`config.mk`:
```
export PLATFORM = sky130hd
export DESIGN_NAME = cc_punct_enc
export DESIGN_NICKNAME = d
export VERILOG_FILES = /design/src/rtl/fec_pkg.sv /design/src/rtl/cc_mother_enc.sv /design/src/rtl/cc_punct_enc.sv
export SDC_FILE = /design/constraint.sdc
export NUM_CORES = 1
export LEC_CHECK = 0
export ABC_AREA = 0
export ABC_CLOCK_PERIOD_IN_PS = 4200
export CORE_MARGIN = 8
export CORE_UTILIZATION = 45
export CTS_CLUSTER_SIZE = 30
export DETAILED_ROUTE_END_ITERATION = 10
export DONT_BUFFER_PORTS = 1
export PLACE_DENSITY = 0.63
export SYNTH_ARGS = -nofsm -noshare
export SYNTH_HDL_FRONTEND = slang
export SYNTH_SLANG_ARGS = --single-unit
```
`constraint.sdc`:
```
create_clock -name clk -period 4.2 [get_ports clk]
set_clock_uncertainty 0.2 [all_clocks]
set_input_delay 0.42 -clock clk [delete_from_list [all_inputs] [get_ports clk]]
set_output_delay 0.42 -clock clk [all_outputs]
set_load 0.01 [all_outputs]
```
`src/rtl/fec_pkg.sv`:
```
`default_nettype none
// ============================================================================
// Module      : fec_pkg
// Description : Shared constants for the FEC chain: rate codes, puncture
//               tables and default convolutional code parameters.
// Revision    : 1.0 - initial release
// ============================================================================
package fec_pkg;

    localparam int         K_DEFAULT  = 7;
    localparam logic [6:0] G1_DEFAULT = 7'o171;
    localparam logic [6:0] G2_DEFAULT = 7'o133;

    localparam logic [1:0] RATE_1_2 = 2'd0;
    localparam logic [1:0] RATE_2_3 = 2'd1;
    localparam logic [1:0] RATE_3_4 = 2'd2;
    localparam logic [1:0] RATE_5_6 = 2'd3;

    typedef enum logic [1:0] {
        ST_IDLE = 2'd0,
        ST_DATA = 2'd1,
        ST_TAIL = 2'd2
    } enc_state_e;

    function automatic logic [2:0] punct_period(input logic [1:0] rate);
        case (rate)
            RATE_1_2: punct_period = 3'd1;
            RATE_2_3: punct_period = 3'd2;
            RATE_3_4: punct_period = 3'd3;
            default:  punct_period = 3'd5;
        endcase
    endfunction

    // Masks are indexed by puncture phase; bit p set means keep at phase p.
    function automatic logic [4:0] keep_x_mask(input logic [1:0] rate);
        case (rate)
            RATE_1_2: keep_x_mask = 5'b00001;
            RATE_2_3: keep_x_mask = 5'b00001;
            RATE_3_4: keep_x_mask = 5'b00101;
            default:  keep_x_mask = 5'b10101;
        endcase
    endfunction

    function automatic logic [4:0] keep_y_mask(input logic [1:0] rate);
        case (rate)
            RATE_1_2: keep_y_mask = 5'b00001;
            RATE_2_3: keep_y_mask = 5'b00011;
            RATE_3_4: keep_y_mask = 5'b00011;
            default:  keep_y_mask = 5'b01011;
        endcase
    endfunction

endpackage
`default_nettype wire

```
`src/rtl/cc_mother_enc.sv`:
```
`default_nettype none
// ============================================================================
// Module      : cc_mother_enc
// Description : Rate-1/2 mother convolutional code: shift register and X/Y
//               parity. clear makes the current bit see an all-zero history.
// Revision    : 1.0 - initial release
// ============================================================================
module cc_mother_enc
    import fec_pkg::*;
#(
    parameter int         K  = K_DEFAULT,
    parameter logic [K-1:0] G1 = G1_DEFAULT,
    parameter logic [K-1:0] G2 = G2_DEFAULT
) (
    input  logic clk,
    input  logic reset,
    input  logic in_bit,
    input  logic load,
    input  logic clear,
    output logic x_bit,
    output logic y_bit
);

    logic [K-2:0] sr_q;
    logic [K-2:0] sr_d;
    logic [K-2:0] sr_eff;
    logic [K-1:0] vec;

    always_comb begin
        sr_eff = clear ? '0 : sr_q;
        vec    = {in_bit, sr_eff};
        x_bit  = ^(G1 & vec);
        y_bit  = ^(G2 & vec);
        sr_d   = sr_q;
        if (load) begin
            sr_d = {in_bit, sr_eff[K-2:1]};
        end
    end

    always_ff @(posedge clk or posedge reset) begin
        if (reset) begin
            sr_q <= '0;
        end else begin
            sr_q <= sr_d;
        end
    end

endmodule
`default_nettype wire

```
`src/rtl/cc_punct_enc.sv`:
```
`default_nettype none
// ============================================================================
// Module      : cc_punct_enc
// Description : Punctured convolutional encoder with zero-tail flushing and a
//               two-entry output serializer.
// Revision    : 1.0 - initial release
// ============================================================================
module cc_punct_enc
    import fec_pkg::*;
#(
    parameter int         K  = K_DEFAULT,
    parameter logic [K-1:0] G1 = G1_DEFAULT,
    parameter logic [K-1:0] G2 = G2_DEFAULT
) (
    input  logic       clk,
    input  logic       reset,
    input  logic       in_bit,
    input  logic       in_valid,
    input  logic       in_last,
    output logic       in_ready,
    input  logic [1:0] rate,
    output logic       out_bit,
    output logic       out_valid,
    input  logic       out_ready,
    output logic       out_last,
    output logic       busy
);

    localparam int            TW        = $clog2(K);
    localparam logic [TW-1:0] TAIL_LAST = TW'(K - 2);
    localparam logic [TW-1:0] TAIL_DONE = TW'(K - 1);

    enc_state_e    state_q, state_d;
    logic [1:0]    rate_q, rate_d;
    logic [2:0]    phase_q, phase_d;
    logic [TW-1:0] tail_q, tail_d;
    logic [1:0]    cnt_q, cnt_d;
    logic [1:0]    buf_q, buf_d;
    logic [1:0]    lst_q, lst_d;
    logic          out_valid_q, out_valid_d;
    logic          busy_q, busy_d;

    logic       buf_ok, data_enc, tail_enc, enc, first, enc_bit, is_last, pop;
    logic [1:0] cur_rate;
    logic [2:0] cur_phase, phase_inc, phase_nxt;
    logic [4:0] x_mask, y_mask;
    logic       keep_x, keep_y;
    logic       x_bit, y_bit;

    // Control terms; kept apart from the datapath block so the parity path
    // through the sub-module does not form a block-level loop.
    always_comb begin
        buf_ok    = (cnt_q == 2'd0) || ((cnt_q == 2'd1) && out_ready);
        in_ready  = !reset && (state_q != ST_TAIL) && buf_ok;
        data_enc  = in_valid && in_ready;
        first     = data_enc && (state_q == ST_IDLE);
        tail_enc  = (state_q == ST_TAIL) && buf_ok && (tail_q != TAIL_DONE);
        enc       = data_enc || tail_enc;
        enc_bit   = data_enc ? in_bit : 1'b0;
        is_last   = tail_enc && (tail_q == TAIL_LAST);
        pop       = out_valid_q && out_ready;
        cur_rate  = first ? rate : rate_q;
        cur_phase = first ? 3'd0 : phase_q;
        x_mask    = keep_x_mask(cur_rate);
        y_mask    = keep_y_mask(cur_rate);
        keep_x    = x_mask[cur_phase];
        keep_y    = y_mask[cur_phase];
        phase_inc = cur_phase + 3'd1;
        phase_nxt = (phase_inc == punct_period(cur_rate)) ? 3'd0 : phase_inc;
    end

    cc_mother_enc #(
        .K  (K),
        .G1 (G1),
        .G2 (G2)
    ) u_mother (
        .clk    (clk),
        .reset  (reset),
        .in_bit (enc_bit),
        .load   (enc),
        .clear  (first),
        .x_bit  (x_bit),
        .y_bit  (y_bit)
    );

    always_comb begin
        state_d = state_q;
        rate_d  = rate_q;
        phase_d = phase_q;
        tail_d  = tail_q;
        busy_d  = busy_q;
        cnt_d   = cnt_q;
        buf_d   = buf_q;
        lst_d   = lst_q;

        // Encoding only happens once the buffer is (or is about to be) empty,
        // so a load always overwrites both entries.
        if (enc) begin
            phase_d = phase_nxt;
            if (keep_x && keep_y) begin
                buf_d = {y_bit, x_bit};
                lst_d = {is_last, 1'b0};
                cnt_d = 2'd2;
            end else begin
                buf_d = {1'b0, (keep_x ? x_bit : y_bit)};
                lst_d = {1'b0, is_last};
                cnt_d = 2'd1;
            end
        end else if (pop) begin
            buf_d = {1'b0, buf_q[1]};
            lst_d = {1'b0, lst_q[1]};
            cnt_d = cnt_q - 2'd1;
        end

        case (state_q)
            ST_IDLE: begin
                if (first) begin
                    rate_d  = rate;
                    tail_d  = '0;
                    busy_d  = 1'b1;
                    state_d = in_last ? ST_TAIL : ST_DATA;
                end
            end
            ST_DATA: begin
                if (data_enc && in_last) begin
                    state_d = ST_TAIL;
                end
            end
            ST_TAIL: begin
                if (tail_enc) begin
                    tail_d = tail_q + TW'(1);
                end
                if (pop && lst_q[0]) begin
                    state_d = ST_IDLE;
                    busy_d  = 1'b0;
                    tail_d  = '0;
                    phase_d = 3'd0;
                end
            end
            default: state_d = ST_IDLE;
        endcase

        out_valid_d = (cnt_d != 2'd0);
    end

    always_ff @(posedge clk or posedge reset) begin
        if (reset) begin
            state_q     <= ST_IDLE;
            rate_q      <= RATE_1_2;
            phase_q     <= 3'd0;
            tail_q      <= '0;
            cnt_q       <= 2'd0;
            buf_q       <= 2'b00;
            lst_q       <= 2'b00;
            out_valid_q <= 1'b0;
            busy_q      <= 1'b0;
        end else begin
            state_q     <= state_d;
            rate_q      <= rate_d;
            phase_q     <= phase_d;
            tail_q      <= tail_d;
            cnt_q       <= cnt_d;
            buf_q       <= buf_d;
            lst_q       <= lst_d;
            out_valid_q <= out_valid_d;
            busy_q      <= busy_d;
        end
    end

    assign out_bit   = buf_q[0];
    assign out_last  = lst_q[0];
    assign out_valid = out_valid_q;
    assign busy      = busy_q;

endmodule
`default_nettype wire
```
==> results summary, run 1 <==
The run finished, with violations left. The checks that failed: negative hold slack. The fraction of registers with async set/reset came out at between 90% and 100%. sky130_fd_sc_hd__dfrtp_1 takes more of the synthesized area than any other cell. STA classifies the critical path startpoint as a register. The tightest hold path in the finished design has a slack of -0.0232 ns. The number of DRC markers after the initial detailed-route iteration came out at 46. The first-pass iteration count of the detailed router is 4. Summed over its instances, the top area cell type makes up roughly two fifths of the synthesized netlist area.

The worst path in the final design needs a cycle of about 3.1 ns, including I/O delays and setup. The number of global-route vias before repair came out at 1124. The worst-case register-to-register setup slack came out at 1.06 ns. The final cell count without fillers came out at approximately 210.

Counting flops with a built-in enable in the synthesized netlist gives 0. The overall fraction of global-route tracks in use came out at between 10% and 20%. Post-CTS repair changed the size of 0 cells. Net switching is between 40% and 50% of the power. The analysis attributes to cell leakage a power of ~0.73 nW. The hold violation count in the final report came out at 24. The clock network power share is between 10% and 20%. The total DRC errors in the routed layout is 0. The tree built by TritonCTS fans out to 24 sinks.

The routed via count divided by cell count came out at approximately 5.2. The switching power is about 0.00045 W. The final weighted congestion in routability-driven placement came out at between 0.7 and 0.8. The layout filler cell count is 345.

For the pin with the worst max-slew slack, the measured transition is around 0.92 ns. The number of distinct library cells after synthesis came out at 39. The area growth from synthesis to layout is 2.69%. The count of pins on the block boundary is 13. The number of antenna violations at the first check in global routing was 0. Summed over all layers, the global routing overflow is 0. The count of pins over their slew limit is 0. By startpoint and endpoint, the worst setup path is classified as reg -> reg. Summing all placed instances gives a cell area of ~1500 µm². The register area share after synthesis came out at between 40 and 50%.

The clock network latency to the later pin of the worst-skew pair is 0.31 ns. Dividing the detail-routed wire length by the instance count gives approximately 14 µm. Entering global routing, the biggest net connects 27 pins.

The gate count after technology mapping came out at about 170. The number of register bits inferred by synthesis came out at 24. The standard cell with the maximum stage delay on the critical path is sky130_fd_sc_hd__dfrtp_1.

The internal power came out at between 0.0005 and 0.0006 W. The total detailed-routing wirelength is about 2900 µm. The total power density per cell area came out at roughly 700 nW/µm². The most used flip-flop cell after synthesis is sky130_fd_sc_hd__dfrtp_1. The area of the placeable core came out at between 3000 and 4000 µm². On the critical path the largest part of the delay comes from compound AO/OA/AOI/OAI gates. The relative contribution of combinational cells to total power is 49.4%. Buffers inserted to repair hold after CTS numbered 0. Once the floorplan was initialized, standard cells occupied about 46% of the core. The antenna diode count came out at 0. Headroom to the max-slew limit came out at roughly 39%.

The tool flagged a number of max-cap violations equal to 0. The detailed-placement wirelength estimate came out at 2200 µm. The horizontal die dimension came out at around 74 µm. The tree is rooted in a sky130_fd_sc_hd__clkbuf_4.

During synthesis, Yosys emitted a total of 0 warnings. Along the worst path, the maximum fanout reaches 9. The signal on the critical path passes through inv_1 -> ha_1 -> a21o_1 -> and2_1 -> nand2_1 -> nand2_1 -> ha_1 -> nand2b_1 -> a22oi_1 -> mux2i_1 -> xor2_1 -> a21oi_1 -> o31a_1. Registers are responsible for between 30% and 40% of the overall power. The synthesized area per cell came out at between 8 and 9 µm². The post-synthesis net count is between 150 and 200. The sort of element at the end of the critical path is a register. The net count of the finished layout is approximately 180. The number of buffers on the longest clock path came out at 2.

Clock tree synthesis inserted a total of 3 buffers. The setup TNS is 0 ns. The area of all placed cells without fillers came out at ~1500 µm². The number of setup violations in the final report is 0. The clock slew at the register clock pins of the worst setup and hold paths came out at roughly 0.12 ns. In this run the post-CTS setup repair buffer count came out at 0. The chip height came out at roughly 74 µm. The worst path uses approximately 75% of the clock period. The count of nets left with antenna violations once routing finished came out at 0.

The number of placement rows is 21. Counting both buffers and inverters, the worst setup path holds a total of 1. TritonCTS built the clock tree. The via count came out at around 1100. The achievable frequency is approximately 320 MHz.

Setup repair after global routing left no endpoint under its margin. The overall die area came out at about 5400 µm². The post-synthesis instance area came out at 1490 µm². The required arrival time at the worst endpoint is between 4 and 5 ns. Across the VDD grid, the largest voltage drop is 265 µV. The delay of the slowest critical-path stage came out at around 0.45 ns. The total number of H-tree levels came out at 1. The fraction of final layout cells sized beyond drive strength 1 is 7.23%. Yosys attributes the largest share of cell area to sky130_fd_sc_hd__dfrtp_1 (40%), sky130_fd_sc_hd__nand2_1 (9.8%), sky130_fd_sc_hd__ha_1 (5.9%). The first-pass GRT wire length is ~5000 µm. The count of input and output buffers is 0. The cell count after placement came out at around 210. The path class of the tightest hold or removal check is in -> async. Data on the critical path arrives at its endpoint at between 3 and 4 ns.
[cells in the final DEF, fill, tap and decap left out, types with 2 or more instances in the layout]
master,count
sky130_fd_sc_hd__nor2b_1,2
sky130_fd_sc_hd__a22oi_1,2
sky130_fd_sc_hd__mux2i_1,4
sky130_fd_sc_hd__clkbuf_4,3
sky130_fd_sc_hd__nand2b_1,2
sky130_fd_sc_hd__inv_1,6
sky130_fd_sc_hd__nor3_1,2
sky130_fd_sc_hd__xor2_1,3
sky130_fd_sc_hd__o21ai_0,9
sky130_fd_sc_hd__o31ai_1,2
sky130_fd_sc_hd__dfrtp_1,24
sky130_fd_sc_hd__a21oi_1,7
sky130_fd_sc_hd__xnor2_1,8
sky130_fd_sc_hd__a21oi_4,2
sky130_fd_sc_hd__nand3_1,7
sky130_fd_sc_hd__nor2_1,18
sky130_fd_sc_hd__ha_1,7
sky130_fd_sc_hd__nand2_1,39
[layout make-up]
class | instances | area [µm²] | area share [%]
multi-input combinational | 132 | 812 | 53.1
sequential | 24 | 601 | 39.3
tap | 46 | 57.6 | 3.76
clock buffer | 4 | 36.3 | 2.37
inverter | 6 | 22.5 | 1.47
[metal layers]
metal | up-vias | global-route usage (%) | wire [µm]
met5 | - | 0 | 0
met4 | 0 | 8.20 | 55
li1 | 562 | - | -
met1 | 515 | 13.5 | 1200
met2 | 24 | 18.7 | 1380
met3 | 4 | 3.68 | 230
[path summary, 6_finish.rpt]
| kind | startpoint | end | cells after the start |
|---|---|---|---|
| worst max-delay path | cnt_q[0] | buf_q[0] | 13 |
| worst min register to register | rate_q[0] | rate_q[0] | 2 |
| worst min-delay path | reset | state_q[0] | 1 |
| min in group clk | rate[0] | rate_q[0] | 2 |
| worst max register to register | cnt_q[0] | buf_q[0] | 13 |
| max in group asynchronous | reset | u_mother.sr_q[2] | 1 |
[cell usage after synthesis (all sizes together), types with 2 or more instances]
library cell and count:
inv 6, dfrtp 24, nand2b 2, nor3 2, and2 2, xnor2 8, nor2 18, ha 7
clkbuf 2, a22oi 2, nor2b 2, o31ai 2, xor2 3, mux2i 4, nand3 7, and3 2
buf 5, o21ai 10, a21oi 9, nand2 39
[flip-flops by register name, summed over array words and instances (netlist names)]
signal / flops
tail_q: 3
state_q: 2
cnt_q: 2
lst_q: 2
out_valid: 1
rate_q: 2
phase_q: 3
u_mother.sr_q: 6
buf_q: 2
busy: 1
[power by group through the flow]
stage | sequential, W | clock (W) | combinational (W)
finish | 0.000412 | 0.000119 | 0.000517
global route | 0.000424 | 0.000135 | 0.000591
CTS | 0.000414 | 0.000126 | 0.000522
detailed placement | 0.000420 | 0 | 0.000518
global placement | 0.000413 | 0 | 0.000496
floorplan | 0.000384 | 0 | 0.000469
[worst reg2reg max path: cells and delay by family, from the launching register on]
family                     cells  cell delay, ns
muxes                          1            0.24
buffers and inverters          1            0.07
adders and majority gates      2            0.46
DFF                            1            0.45
AOI/OAI and AO/OA              4            0.76
and+or+nand+nor                4            0.66
xor gates and xnor gates       1            0.20
[cell families after synthesis]
group | Yosys count | synth area share, %
multiplexers | 5 | 3.45
flip-flops | 24 | 40.3
buffers and inverters | 13 | 5.13
XOR/XNOR | 11 | 6.47
AO/OA/AOI/OAI | 30 | 14.7
AND/OR/NAND/NOR | 79 | 24.0
adder cells (fa/ha/maj) | 7 | 5.88
[per-stage QoR]
stage	total power, W	utilization (%)	hold slack (ns)	setup slack (ns)
2_1_floorplan	0.000853	-	0.239	1.35
3_3_place_gp	0.000909	45.8	0.266	1.15
3_5_place_dp	0.000938	45.8	0.267	1.08
4_1_cts	0.00106	46.9	0.00197	1.04
5_1_grt	0.00115	46.9	0.0310	0.779
6_report	0.00105	46.9	-0.0232	1.06
No activity file was read; power rests on OpenSTA's default activity.
==> run 2: changes to the inputs <==
- ABC_CLOCK_PERIOD_IN_PS: 4200 -> 2700
- PLACE_DENSITY: 0.63 -> 0.65
- clock period: 4.2 -> 2.7 ns (I/O delays scaled with it)
==> run 2 against run 1 <==
Effect of this change:
- the flow now finishes without violations
- power increased by 78%
- final cell count increased by 10%
- utilization increased by 7.9 points
- setup slack got worse by 0.98 ns
- combinational power is 99% higher
- non-clock buffer count grew 22
- routed wire length up 7.4%
- global-route usage increased by 0.63 points
- worst hold slack improved by 0.032 ns
- sequential share of layout area down 5.7 points
- first-iteration DRC count is 2.2% higher
==> results summary, run 2 (same netlist as run 1, synthesis figures left out) <==
The relative contribution of combinational cells to total power came out at 55.4% (+6.0 points). The achievable frequency came out at 381 MHz (+20%). The routed via count divided by cell count is 5.10 (-2.1%).

The total power density per cell area came out at 1040 nW/µm² (+52%). Relative to the synthesized area, the layout overhead comes to 20.0%. The worst supply voltage drop on vdd came to 453 µV (+71%). The count of pins on the block boundary came to 13 (unchanged). The clock network power share is 10.2% (-1.1 points). The average wire per standard cell came to 13.2 µm (-2.7%).

The detailed-placement wirelength estimate came out at 2330 µm (+6.1%). The critical path is of the reg -> reg type. The worst min-delay path class is in -> reg. The initial core utilization came out at 45.7% (unchanged). In this run the clock root is driven by a sky130_fd_sc_hd__clkbuf_4. The count of pins over their slew limit is 0 (unchanged). The top cell types in the final layout, fill and taps aside, are sky130_fd_sc_hd__nand2_1 (32), sky130_fd_sc_hd__dfrtp_1 (24), sky130_fd_sc_hd__nor2_1 (18). The chip height is 73.5 µm (unchanged). The largest net degree at the start of global routing is 25 (-7.4%). The number of setup violations in the final report is 0 (unchanged). The total DRC errors in the routed layout is 0 (unchanged). The internal power is 0.00109 W (+83%).

The net count of the finished layout came out at 204 (+12%). The number of global-route vias before repair came out at 1209 (+7.6%). The via count is 1194 (+8.1%). The overall die area came to 5410 µm² (unchanged). The required arrival time at the worst endpoint came out at 2.72 ns (-1.49 ns).

The fraction of final layout cells sized beyond drive strength 1 came to 23.9% (+17 points). The clock sink count came out at 24 (unchanged). The transition time at the pin with the least slew margin came out at 0.439 ns (-0.478 ns).

The switching share of power is 41.5% (-1.7 points). The hold violation count in the final report came out at 0 (-100%). The worst slew margin relative to its limit came out at 70.4% (+32 points). The clock period minus final worst setup slack came out at 2.62 ns (-0.519 ns).

The clock slew at the register clock pins of the worst setup and hold paths is 0.13 ns (about the same). The sort of element at the end of the critical path is a register. The number of flip-flops in the largest register came out at 6 (unchanged). The first-pass GRT wire length came out at 5450 µm (+9.6%).

The remaining antenna violation count is 0 (unchanged). The highest net fanout along the worst path is 4 (-5). The first-pass iteration count of the detailed router is 4 (unchanged). The switching power was 0.000773 W (+70%).

The number of placement rows is 21 (unchanged). The setup TNS is 0 ns (unchanged). The register with the most flip-flops in the final layout is u_mother.sr_q. The final weighted congestion in routability-driven placement is 0.839 (+13%). The clock network latency to the later pin of the worst-skew pair is 0.31 ns (about the same). The flow ran to the end, and the final reports show no timing, DRC or antenna violations.

The portion of total power attributed to sequential cells came to 34.4% (-4.9 points). The total congestion overflow after global routing was 0 (unchanged). The instance area at placement came to 1650 µm² (+11%).

The largest registers in the layout are u_mother.sr_q: 6 flops, phase_q: 3 flops, tail_q: 3 flops. STA classifies the critical path startpoint as a register. The CTS tree is yes. The number of antenna violations at the first check in global routing came to 0 (unchanged).

The area of the placeable core came out at 3260 µm² (unchanged). The post-route clock period utilization is 97.1% (+22 points). The total number of H-tree levels is 1 (unchanged). The antenna diode count came out at 0 (unchanged). The number of DRC markers after the initial detailed-route iteration is 47 (+2.2%). The library cell used most frequently in the layout, excluding fill and tap cells, is sky130_fd_sc_hd__nand2_1.

The signal arrival time at the worst endpoint came out at 2.64 ns (-0.52 ns). The horizontal die dimension is 73.5 µm (unchanged). The total detailed-routing wirelength came out at 3080 µm (+7.4%). The overall fraction of global-route tracks in use came out at 12.6% (+0.63 points). Setup repair after global routing could not meet its margin everywhere. The number of clock buffers inserted by TritonCTS was 3 (unchanged). The area of all placed cells without fillers is 1790 µm² (+17%). The number of buffers on the longest clock path came to 2 (unchanged).

The cell leakage power is 0.852 nW (+17%). The number of maximum-capacitance constraint violations came out at 0 (unchanged). The count of input and output buffers is 0 (unchanged).
-- run 2: cell types whose count changed in the layout (fill, tap and decap cells not counted), sizes merged --
cell         before  now
dlygate4sd3       0    5
buf               0   17
-- run 2: final cells by class --
| cell class | instances | area [µm²] |
|---|---|---|
| fillers | 303 | 1470 |
| multi-input cells | 132 | 892 |
| flip-flops and latches | 24 | 601 |
| repair buffers | 22 | 178 |
| well taps | 46 | 57.6 |
| clock buffers | 4 | 36.3 |
| inverters | 6 | 22.5 |
-- run 2: worst max-delay path: stages (launching register included) --
cell                       delay (ns)
sky130_fd_sc_hd__dfrtp_1         0.43
sky130_fd_sc_hd__ha_2            0.19
sky130_fd_sc_hd__a21o_1          0.20
sky130_fd_sc_hd__and2_4          0.17
sky130_fd_sc_hd__nand2_4         0.08
sky130_fd_sc_hd__nand2_4         0.06
sky130_fd_sc_hd__ha_4            0.15
sky130_fd_sc_hd__nand2b_4        0.13
sky130_fd_sc_hd__a22oi_2         0.16
sky130_fd_sc_hd__mux2i_1         0.23
sky130_fd_sc_hd__xor2_1          0.10
sky130_fd_sc_hd__and3_1          0.16
sky130_fd_sc_hd__o31a_1          0.27
-- run 2: metrics by stage --
step           hold WS, ns  worst slack [ns]  utilization (%)  total power (W)  cells
6_report           0.00846            0.0778             54.8          0.00186    234
5_1_grt            0.00809           -0.0850             54.8          0.00204    234
2_1_floorplan       0.0900           0.00708                -          0.00137    169
4_1_cts            0.00500           0.00156             53.7          0.00182    232
3_5_place_dp        0.0527           -0.0494             50.7          0.00160    223
3_3_place_gp        0.0453            0.0310             50.7          0.00157    223
-- run 2: power by group through the flow --
stage          logic [W]  registers (W)  clock network (W)
2_1_floorplan   0.000774       0.000598                  0
5_1_grt          0.00116       0.000665           0.000216
3_3_place_gp    0.000935       0.000632                  0
3_5_place_dp    0.000966       0.000639                  0
4_1_cts         0.000989       0.000634           0.000196
6_report         0.00103       0.000640           0.000190
-- run 2: timing repair --
action                     4_1_cts  5_1_grt
hold buffers                     5        0
cloned                           0        0
pin swaps                        0        3
gates resized for setup          4        6
setup endpoints to repair        1        4
setup buffers                    0        2
hold endpoints to repair        29        0
-- run 2: final timing paths --
kind                                    end  depth (start not counted)      start  slack (ns)
min in group asynchronous          cnt_q[0]                          3      reset        0.25
min                                lst_q[1]                          3  out_ready       0.008
max in group asynchronous  u_mother.sr_q[2]                          3      reset        1.81
max                                buf_q[0]                         12   cnt_q[0]        0.08
max reg2reg                        buf_q[0]                         12   cnt_q[0]        0.08
min reg2reg                        lst_q[1]                          2   lst_q[1]        0.31
-- run 2: metal layers --
metal / global-route usage, % / share of wire, % / up-vias
li1: - / - / 606
met1: 14.4 / 43 / 569
met2: 22.6 / 51 / 17
met3: 3.68 / 5.2 / 2
met4: 2.00 / 0.65 / 0
met5: 0 / 0 / -
==> run 3: changes to the inputs <==
- PLACE_DENSITY: 0.65 -> 0.59
==> run 3 against run 2 <==
Effect of this change:
- the run now ends with negative setup slack left
- setup slack lost 0.092 ns
- non-clock buffer count fell by 2
- design area grew 0.98%
- combinational power is essentially flat
- via count up 0.67%
- critical path depth is the same
- highest routed layer unchanged
- largest power group unchanged
- routed wire length is 5.0% higher
==> results summary, run 3 (same netlist as run 1, synthesis figures left out) <==
The fraction of final layout cells sized beyond drive strength 1 came out at 23.1% (-0.82 points). The signal arrival time at the worst endpoint came out at 2.73 ns (+0.09 ns). The required arrival time at the worst endpoint is 2.72 ns (about the same). The routed via count divided by cell count is 5.18 (+1.5%). The critical path starts at cnt_q[0]. The number of clock buffers inserted by TritonCTS is 3 (unchanged). The most common library cell in the layout ignoring fill and taps is sky130_fd_sc_hd__nand2_1. The transition time at the pin with the least slew margin is 0.510 ns (+0.0707 ns). The largest registers in the layout are u_mother.sr_q: 6 flops, phase_q: 3 flops, tail_q: 3 flops. The worst supply voltage drop on vdd is 508 µV (+12%). Setup repair after global routing could not meet its margin everywhere. The number of maximum-capacitance constraint violations came out at 0 (unchanged). The post-route clock period utilization is 101% (+3.4 points). The number of cells on the worst reg-to-reg path is 12 (unchanged). The antenna diode count came out at 0 (unchanged). The number of setup violations in the final report is 1 (+1). The worst min-delay path class is in -> reg.

Among the stages of the critical path, the cell type that occurs most often is sky130_fd_sc_hd__nand2_4. The family with the most delay on the worst path is compound AO/OA/AOI/OAI gates. The remaining antenna violation count came out at 0 (unchanged).

The chip height came to 73.5 µm (unchanged). The end point of the worst hold path is lst_q[1]. The worst path buffer plus inverter count is 0 (unchanged). The final setup slack of the worst path is -0.0146 ns (-0.0924 ns). The count of pins over their slew limit came out at 0 (unchanged). The total detailed-routing wirelength is 3230 µm (+5.0%). The total DRC errors in the routed layout came out at 0 (unchanged). STA classifies the critical path startpoint as a register. The count of input and output buffers is 0 (unchanged). The cell depth of the worst hold path was 3 (unchanged). The count of pins on the block boundary is 13 (unchanged). The overall die area is 5410 µm² (unchanged). The total power density per cell area is 1080 nW/µm² (+3.8%). The number of antenna violations at the first check in global routing is 0 (unchanged).

The overall fraction of global-route tracks in use is 13.1% (+0.51 points). The cell leakage power was 0.858 nW (+0.66%). The final weighted congestion in routability-driven placement is 0.812 (-3.2%). The area of the placeable core is 3260 µm² (unchanged). The number of global-route vias before repair came out at 1214 (+0.41%). The average wire per standard cell is 13.9 µm (+5.9%). The total congestion overflow after global routing came out at 0 (unchanged). The top cell types in the final layout, fill and taps aside, are sky130_fd_sc_hd__nand2_1 (32), sky130_fd_sc_hd__dfrtp_1 (24), sky130_fd_sc_hd__nor2_1 (18).

Traced cell by cell, the critical path runs through ha_2 -> a21o_1 -> and2_4 -> nand2_4 -> nand2_4 -> ha_4 -> nand2b_4 -> a22oi_2 -> mux2i_1 -> xor2_1 -> a21oi_1 -> o31a_1. The number of DRC markers after the initial detailed-route iteration is 60 (+28%). The worst-case register-to-register setup slack came to -0.01 ns (-0.09 ns). The achievable frequency came to 368 MHz (-3.4%).

The via count came out at 1202 (+0.67%). The number of flip-flops in the largest register is 6 (unchanged). TritonCTS built the clock tree. The first-pass GRT wire length is 5590 µm (+2.5%). The setup TNS is -0.0146 ns (-0.0146 ns). Clock tree synthesis selected as its root buffer the cell sky130_fd_sc_hd__clkbuf_4.

The number of buffers on the longest clock path is 2 (unchanged). The hold violation count in the final report is 0 (unchanged). The worst hold path begins at out_ready. The initial core utilization is 45.7% (unchanged).

The total power of the final layout is 0.00195 W (+4.8%). The area growth from synthesis to layout is 21.2%. The run finished, with violations left.

The clock network latency to the later pin of the worst-skew pair came to 0.32 ns (about the same). The clock slew at the register clock pins of the worst setup and hold paths came out at 0.14 ns (about the same). The worst slew margin relative to its limit came to 66.0% (-4.4 points). The highest net fanout along the worst path came out at 4 (unchanged). The startpoint of the lowest-slack register-to-register path is cnt_q[0]. The clock sink count is 24 (unchanged). The first-pass iteration count of the detailed router is 4 (unchanged). Among all stages on the critical path, the largest delay is contributed by sky130_fd_sc_hd__dfrtp_1. The critical setup path kind is reg -> reg. The worst setup path is captured at a register. The net count of the finished layout is 202 (-0.98%). The horizontal die dimension is 73.5 µm (unchanged). The worst register-to-register path ends at buf_q[0].

The total number of H-tree levels came out at 1 (unchanged). The detailed-placement wirelength estimate came out at 2480 µm (+6.5%). The largest net degree at the start of global routing is 25 (unchanged). The checks that failed: negative setup slack.

The clock period minus final worst setup slack came out at 2.71 ns (+0.0924 ns). u_mother.sr_q holds more flip-flops than any other register. The number of placement rows came out at 21 (unchanged).

The delay of the slowest critical-path stage came out at 0.45 ns (+0.02 ns).
run 3: cell count changes in the layout (fill, tap and decap cells not counted):
| cell | change |
|---|---|
| sky130_fd_sc_hd__inv_2 | +1 |
| sky130_fd_sc_hd__ha_2 | -2 |
| sky130_fd_sc_hd__bufinv_16 | +1 |
| sky130_fd_sc_hd__inv_1 | -1 |
| sky130_fd_sc_hd__ha_4 | +1 |
| sky130_fd_sc_hd__nor4b_4 | +1 |
| sky130_fd_sc_hd__nor4b_2 | -1 |
| sky130_fd_sc_hd__buf_4 | -2 |
| sky130_fd_sc_hd__clkbuf_8 | -1 |
| sky130_fd_sc_hd__ha_1 | +1 |
run 3: how the worst max path moves through the flow:
stage / slack (ns) / cells past startpoint / to
final: -0.01 / 12 / buf_q[0]
after global placement: 0.02 / 13 / buf_q[0]
after global routing: -0.14 / 13 / buf_q[0]
after floorplan: 0.007 / 14 / buf_q[0]
after detailed placement: -0.07 / 13 / buf_q[0]
after CTS: 0.008 / 13 / buf_q[0]
run 3: repair_timing:
item,4_1_cts,5_1_grt
hold endpoints to repair,29,0
gates cloned,0,0
buffers inserted,0,1
hold buffers,5,0
endpoints found under the setup margin,2,4
pin swaps,0,8
gates resized for setup,4,8
run 3: stage by stage:
stage / setup slack [ns] / std cells / hold slack, ns / utilization (%) / instance area [µm²]
after floorplan: 0.00708 / 169 / 0.0900 / - / 1540
after global placement: 0.0170 / 222 / 0.0748 / 50.5 / 1650
after detailed placement: -0.0736 / 222 / 0.0699 / 50.5 / 1650
after CTS: 0.00771 / 231 / 0.0250 / 54.1 / 1760
after global routing: -0.140 / 232 / 0.0509 / 55.4 / 1800
final: -0.0146 / 232 / 0.0206 / 55.4 / 1800
run 3: area by class of cell:
type	instances	area, µm²
Clock inverter	1	30.0
Multi-Input combinational cell	132	908
Fill cell	305	1450
Sequential cell	24	601
Inverter	6	22.5
Timing Repair Buffer	20	163
Clock buffer	3	22.5
Tap cell	46	57.6
run 3: worst register-to-register path: stages (launching register included):
cell	delay (ns)
sky130_fd_sc_hd__dfrtp_1	0.45
sky130_fd_sc_hd__ha_2	0.20
sky130_fd_sc_hd__a21o_1	0.18
sky130_fd_sc_hd__and2_4	0.17
sky130_fd_sc_hd__nand2_4	0.07
sky130_fd_sc_hd__nand2_4	0.05
sky130_fd_sc_hd__ha_4	0.15
sky130_fd_sc_hd__nand2b_4	0.13
sky130_fd_sc_hd__a22oi_2	0.19
sky130_fd_sc_hd__mux2i_1	0.23
sky130_fd_sc_hd__xor2_1	0.21
sky130_fd_sc_hd__a21oi_1	0.10
sky130_fd_sc_hd__o31a_1	0.28
run 3: where the power goes:
part	internal, W	total (W)	leakage [nW]	switching [W]
Sequential	0.000488	0.000648	0.300	0.000160
Clock	0.000150	0.000263	0.0279	0.000113
Combinational	0.000516	0.00104	0.530	0.000524
Total	0.00115	0.00195	0.858	0.000797
run 3: layer usage:
layer  GRT usage, %  vias up  part of all wire, %
met5              0        -                    0
met4           2.00        0                 0.59
met3           3.68        2                  3.9
met2           21.9       15                   51
met1           16.5      587                   45
li1               -      598                    -
